===== config.mk =====
export PLATFORM = sky130hd
export DESIGN_NAME = bomb_sequencer
export DESIGN_NICKNAME = d
export VERILOG_FILES = /design/src/rtl/bomb_sequencer.sv
export SDC_FILE = /design/constraint.sdc
export NUM_CORES = 1
export LEC_CHECK = 0
export CORE_MARGIN = 4
export CORE_UTILIZATION = 30
export CTS_CLUSTER_SIZE = 30
export DETAILED_ROUTE_END_ITERATION = 8
export PLACE_DENSITY = 0.54
export RECOVER_POWER = 25
export SYNTH_ARGS = -nofsm -noshare
export SYNTH_HDL_FRONTEND = slang
export SYNTH_SLANG_ARGS = --single-unit
export TNS_END_PERCENT = 5

===== constraint.sdc =====
create_clock -name Clock -period 2.83 [get_ports Clock]
set_input_delay 0.7075 -clock Clock [delete_from_list [all_inputs] [get_ports Clock]]
set_output_delay 0.7075 -clock Clock [all_outputs]
set_load 0.02 [all_outputs]

===== src/rtl/bomb_sequencer.sv =====
// bomb_sequencer: life-cycle FSM, prescaler and defuse logic for the countdown bomb
module bomb_sequencer #(
    parameter int         CLK_DIV     = 100000000,
    parameter int         START_VALUE = 15,
    parameter logic [3:0] DEFUSE_CODE = 4'hA,
    parameter int         MAX_TRIES   = 3
) (
    input  logic       Clock,
    input  logic       Reset,
    input  logic       Start,
    input  logic       Stop,
    input  logic       Code_Valid,
    input  logic [3:0] Code_In,
    input  logic [4:0] Count_In,
    output logic       Counter_Load,
    output logic [4:0] Load_Value,
    output logic       Counter_Dec,
    output logic       Blow_Up,
    output logic       Defused,
    output logic [2:0] State_Out
);
    localparam int PW = $clog2(CLK_DIV);
    localparam logic [PW-1:0] TOP = PW'(CLK_DIV - 1);
    localparam logic [3:0] MAX = 4'(MAX_TRIES);

    typedef enum logic [2:0] {
        IDLE    = 3'd0,
        RUN     = 3'd1,
        PAUSE   = 3'd2,
        DEFUSED = 3'd3,
        BOOM    = 3'd4
    } state_t;

    state_t        state, state_n;
    logic [PW-1:0] presc;
    logic [3:0]    tries, tries_n, tries_inc;
    logic          start_prev, stop_prev, start_evt, stop_evt;
    logic          tick, code_ok, code_bad, load_n, dec_n;

    assign start_evt  = Start & ~start_prev;
    assign stop_evt   = Stop & ~stop_prev;
    assign tick       = (state == RUN) && (presc == TOP);
    assign code_ok    = Code_Valid && (Code_In == DEFUSE_CODE);
    assign code_bad   = Code_Valid && !code_ok;
    assign tries_inc  = tries + 4'd1;
    assign Load_Value = 5'(START_VALUE);
    assign Blow_Up    = (state == BOOM);
    assign Defused    = (state == DEFUSED);
    assign State_Out  = state;

    // next state, tries and counter strobes by priority
    always_comb begin
        state_n = state;
        tries_n = tries;
        load_n  = 1'b0;
        dec_n   = 1'b0;
        case (state)
            IDLE: if (start_evt && !stop_evt) begin
                load_n  = 1'b1;
                tries_n = 4'd0;
                state_n = RUN;
            end
            RUN, PAUSE: begin
                if (code_ok) state_n = DEFUSED;
                else if (tick && Count_In <= 5'd1) begin
                    dec_n   = (Count_In == 5'd1);
                    state_n = BOOM;
                end else if (code_bad && tries_inc == MAX) begin
                    tries_n = tries_inc;
                    state_n = BOOM;
                end else begin
                    tries_n = code_bad ? tries_inc : tries;
                    dec_n   = tick;
                    if (state == RUN && stop_evt) state_n = PAUSE;
                    else if (state == PAUSE && start_evt && !stop_evt) state_n = RUN;
                end
            end
            default: ;
        endcase
    end

    // state, edge detectors, registered strobes and prescaler
    always_ff @(posedge Clock or negedge Reset) begin
        if (!Reset) begin
            state        <= IDLE;
            tries        <= 4'd0;
            start_prev   <= 1'b0;
            stop_prev    <= 1'b0;
            Counter_Load <= 1'b0;
            Counter_Dec  <= 1'b0;
            presc        <= '0;
        end else begin
            state        <= state_n;
            tries        <= tries_n;
            start_prev   <= Start;
            stop_prev    <= Stop;
            Counter_Load <= load_n;
            Counter_Dec  <= dec_n;
            presc        <= load_n ? '0 : (state == RUN) ? (tick ? '0 : presc + PW'(1)) : presc;
        end
    end
endmodule


# Word level (Yosys, flattened, before mapping)
# Index checks and enable logic that the tools add are counted.
# totals
reg_bits	38
latchBits	0
ramBits	0
rom_bits	0
inputBits	14
out_inout_bits	12
elab_cells	66
mem_count	0
# classes
addsub	2
mul	0
div	0
magnitude_cmp	1
eq_ne	13
n_shift	0
mux	22
n_bitwise	4
reduce_logical	17
# op_table
operator	count
27-bit 2-to-1 mux	3
27-bit by 1-bit adder with 27-bit output (second input constant)	1
27-bit == test (second input constant)	1
4-bit 2-to-1 mux	5
3-bit 2-to-1 mux	6
1-bit logical AND	9
4-bit one-hot mux with 2 select lines	1
3-bit by 2-bit == test with 1-bit output (second input constant)	2
1-bit 2-to-1 mux	6
2-bit != test (second input constant)	3
6-bit != test (second input constant)	1
3-bit one-hot mux with 2 select lines	1
5-bit by 1-bit == test with 1-bit output (second input constant)	1
5-bit by 1-bit <= comparator with 1-bit output (second input constant)	1
5-bit AND reduction	1
4-bit by 1-bit adder with 4-bit output (second input constant)	1
4-bit by 2-bit == test with 1-bit output (second input constant)	1
4-bit == test (second input constant)	1
2-bit nonzero test	2
3-bit by 1-bit == test with 1-bit output (second input constant)	1
3-bit == test (second input constant)	1
3-bit zero test	1
3-bit != test (second input constant)	1
3-bit AND reduction	1
other kinds (4)	7

# Depth between registers and ports, before layout
# depth
depth_word	10
mapped_depth	8
ltp_nobuf	7

# Least setup slack after synthesis
# No wires, ideal clock.
# synth_path
path_type	input to register
start	input port Count_In[4]
end	register state[1], in the netlist State_Out[1]
setup_ps	124
t_arrival_ps	2372
t_required_ps	2706
slack_ps	334
cell_stages	5
n_path_buf	0
path_cell_list	or4_1 or4_4 and2_4 a31o_1 o31a_1
# synth_via
elab_chain_len	5
word_cells_on_any_way	7
classes_between	order compare: 1; eq/ne: 1; mux: 3; reduce/logical: 2
# synth_lines
element	line_no	rtl
start: declaration	14	input logic [4:0] Count_In,
5-bit by 1-bit <= comparator with 1-bit output (*)	65	else if (tick && Count_In <= 5'd1) begin
1-bit logical AND (*)	65	
3-bit 2-to-1 mux	65	
3-bit 2-to-1 mux	64	if (code_ok) state_n = DEFUSED;
3-bit one-hot mux with 2 select lines	57	case (state)
end signal: assignment	93	state <= state_n;
end: declaration	34	state_t state, state_n;
# Mark *: on every way between the ends. The rest lies on a longest branch, timed or not.
# A chain may end at the register's enable or synchronous reset.

# Final worst setup path
# Ends and elaborated chain as after synthesis.

==> results.yml <==
status:
  outcome: "complete, but fails checks"
  failed_checks: "max-capacitance violations, max-slew violations"
setup_path:
  critical_path.max_fanout: 2
  crit-reg2reg-launch: "presc[0]"
  worst_r2r_endpoint: "State_Out[1]"
  end_of_the_critical_path: "State_Out[1]"
  worstRegToRegCells: 7
  critPathLaunchType: "input pin"
  critPathRequiredTime_ns: 3.00
  worst-r2r-setup-slack_ns: 0.29
  crit_start: "Count_In[4]"
  worst-setup-path-type: "input pin to flop"
  worst-endpoint-arrival_ns: 2.83
  timing.critical_path.to_type: "flop"
yosys:
  postSynthCellCount: 236
  ys.flop_type: "sky130_fd_sc_hd__dfrtp_1"
  yosys.cell_types.count: 41
  synth_seq_area_share_pct: 45.5
  synth_enable_flop_cells: 0
  register_bit_count_reported_by_yosys: 38
  syn_area_per_cell_um2: 8.86
  synth-async-reset-ratio_pct: 100
  synth.yosys.warnings: 0
  syn_area_um2: 2090
global_routing:
  grt_use_met2_pct: 18.3
  first_global_vias: 1690
  grt_pass1_wl_um: 8050
  globalRouteMet3Util_pct: 3.15
  grtUsageMet1_pct: 16.2
  grt-ovfl-total: 0
  busiest_layer: "met2"
  grt_antenna_before_repair: 0
  grtUsageTotal_pct: 11.8
  grt_max_degree: 39
floorplanning:
  die-height_um: 91.5
  io_pins: 26
  num_rows: 30
  die-width_um: 91.5
  core_area_um2: 6790
  starting_density_of_the_core_pct: 30.8
  fp.dieArea_um2: 8370
pwr:
  vdd_drop_max_mv: 0.279
  power.leakage_nw: 0.993
  p_per_area_nw_per_um2: 613
placement:
  place.port_buffers: 20
  gp_congestion: 0.750
  place_ws_ns: -0.116
  hpwl_um: 3240
flow_run:
  maxCapViolCount: 1
route:
  drtAntennaViolNets: 0
  drtPass1Iterations: 4
  detail_route.iter0.violations: 130
  num_vias: 1746
  detail_route.vias_per_cell: 4.84
  detail_route.drc_violations: 0
  route.detailed.wl_per_inst_um: 12.8
  drt-total-wl_um: 4600
cts:
  ctsResizeCount: 0
  cts.reportedPaths.clkPinSlew_ns: 0.07
  holdBufCountCts: 0
  insertion_delay_ns: 0.28
  h-tree-depth: 2
  clock_path_buffers: 2
  tritoncts_clock_tree: "done"
  postCtsSetupRepairBufs: 0
  clock-sinks: 38
  root_buffer: "sky130_fd_sc_hd__clkbuf_8"
  cts-buffers-inserted: 5
timing:
  final.setup.worst_slack_ns: 0.174
  slew_headroom_pct: -35.4
  actual_transition_at_the_worst_max_transition_pin_ns: 2.03
  fmaxAchievable_ghz: 0.376
  clock-skew-final_ns: 0.00307
  finalHoldViolations: 0
  setup_tns_ns: 0
  max_slew_vio_count: 39
  period_share_pct: 93.9
  min_tclk_post_route_ns: 2.66
  grt_setup_unrepaired: "false"
  finalSetupViolCount: 0
layout:
  antenna_cells_inserted: 0
  num-nets-final: 282
  area_growth_pct: 19.9
  post_route_cells_drive_above_1_share_pct: 7.92
  final_core_util_pct: 36.9
min_path:
  worstHoldPathType: "flop to flop"
  min-delay-start: "presc[23]"
[worst max-delay path, stage by stage]
cell	delay, ns
sky130_fd_sc_hd__clkdlybuf4s50_1	0.41
sky130_fd_sc_hd__or4_1	0.57
sky130_fd_sc_hd__or4_4	0.51
sky130_fd_sc_hd__and2_4	0.18
sky130_fd_sc_hd__a31o_1	0.22
sky130_fd_sc_hd__o31a_1	0.23
[flip-flops by register name (all words and copies together), names as in the netlist]
| register | count |
|---|---|
| tries | 4 |
| Counter_Load | 1 |
| Counter_Dec | 1 |
| stop_prev | 1 |
| presc | 27 |
| State_Out | 3 |
| start_prev | 1 |
[synthesized netlist by cell type (all sizes together), types with 3 or more instances]
cell | n | area share [%]
ha | 3 | 1.8
clkbuf | 6 | 1.1
o21ai | 14 | 3.4
nor3 | 10 | 2.4
nor2 | 26 | 4.7
dfrtp | 38 | 45
xnor2 | 9 | 3.8
nand4 | 11 | 3.3
nor2b | 3 | 0.90
a31oi | 4 | 1.2
xor2 | 6 | 2.5
and2 | 6 | 1.9
buf | 5 | 1.8
a21oi | 13 | 3.1
or4 | 3 | 1.3
nand3 | 16 | 3.8
nand2 | 20 | 3.6
inv | 10 | 1.8
or3 | 8 | 2.5
[placed cells by master (no fill, tap or decap), types with 2 or more instances in the layout]
master and instances:
sky130_fd_sc_hd__nand4_1 11, sky130_fd_sc_hd__buf_4 10, sky130_fd_sc_hd__o21ai_0 14, sky130_fd_sc_hd__nand3_1 16
sky130_fd_sc_hd__or4_1 2, sky130_fd_sc_hd__mux2i_1 2, sky130_fd_sc_hd__inv_1 10, sky130_fd_sc_hd__ha_1 3
sky130_fd_sc_hd__nor4bb_1 2, sky130_fd_sc_hd__nor2_1 26, sky130_fd_sc_hd__xnor2_1 9, sky130_fd_sc_hd__a31oi_1 4
sky130_fd_sc_hd__conb_1 5, sky130_fd_sc_hd__nand2_1 20, sky130_fd_sc_hd__clkdlybuf4s50_1 17, sky130_fd_sc_hd__dlygate4sd3_1 2
sky130_fd_sc_hd__nor3_1 10, sky130_fd_sc_hd__dfrtp_1 38, sky130_fd_sc_hd__nand2b_1 2, sky130_fd_sc_hd__xor2_1 6
sky130_fd_sc_hd__nor3b_1 2, sky130_fd_sc_hd__a21oi_1 13, sky130_fd_sc_hd__or3_1 7, sky130_fd_sc_hd__and2_1 5
sky130_fd_sc_hd__clkbuf_8 5, sky130_fd_sc_hd__nor4b_1 2, sky130_fd_sc_hd__clkbuf_1 3, sky130_fd_sc_hd__nor2b_1 3
[final cells by class]
cell class              count  area, um2
clock buffers               7       76.3
well taps                  96        120
flip-flops and latches     38        951
inverters                  10       37.5
multi-input cells         180       1050
repair buffers             30        269
fillers                   690       4290
[worst min path at each step]
| stage | endpoint | slack (ns) | cells after the start |
|---|---|---|---|
| after global placement | presc[24] | 0.47 | 1 |
| after floorplan | Counter_Dec | 0.41 | 0 |
| after global routing | presc[24] | 0.50 | 1 |
| after CTS | presc[24] | 0.49 | 1 |
| after detailed placement | presc[24] | 0.48 | 1 |
| final | presc[23] | 0.49 | 1 |
[report_power, final]
part / switching (W) / internal (W)
sequential: 0.0000945 / 0.000623
clock: 0.000181 / 0.000170
combinational: 0.000253 / 0.000215
[per-layer routing]
| layer | vias up | wire length, um | share of wire, % |
|---|---|---|---|
| li1 | 881 | - | - |
| met1 | 823 | 2290 | 50 |
| met2 | 36 | 2080 | 45 |
| met3 | 6 | 187 | 4.1 |
| met4 | 0 | 46 | 1.0 |
| met5 | - | 0 | 0 |
[stage by stage]
| stage | total power (W) | area (um2) | cells | hold slack, ns |
|---|---|---|---|---|
| 3_5_place_dp | 0.00120 | 2430 | 354 | 0.476 |
| 3_3_place_gp | 0.00120 | 2430 | 354 | 0.466 |
| 2_1_floorplan | 0.00102 | 2100 | 239 | 0.412 |
| 5_1_grt | 0.00166 | 2510 | 361 | 0.496 |
| 6_report | 0.00154 | 2510 | 361 | 0.491 |
| 4_1_cts | 0.00156 | 2510 | 361 | 0.487 |
[kinds of logic (layout without fill, tap and decap cells)]
logic type / Yosys count / after routing / share of synthesized area [%]
muxes: 3 / 3 / 1.50
adders and majority gates: 3 / 3 / 1.80
and+or+nand+nor: 113 / 113 / 28.1
other: 2 / 5 / 0.359
AOI/OAI and AO/OA: 41 / 41 / 11.8
DFF: 38 / 38 / 45.5
buffers and inverters: 21 / 47 / 4.67
xor gates and xnor gates: 15 / 15 / 6.28
No activity file was read; power rests on OpenSTA's default activity.
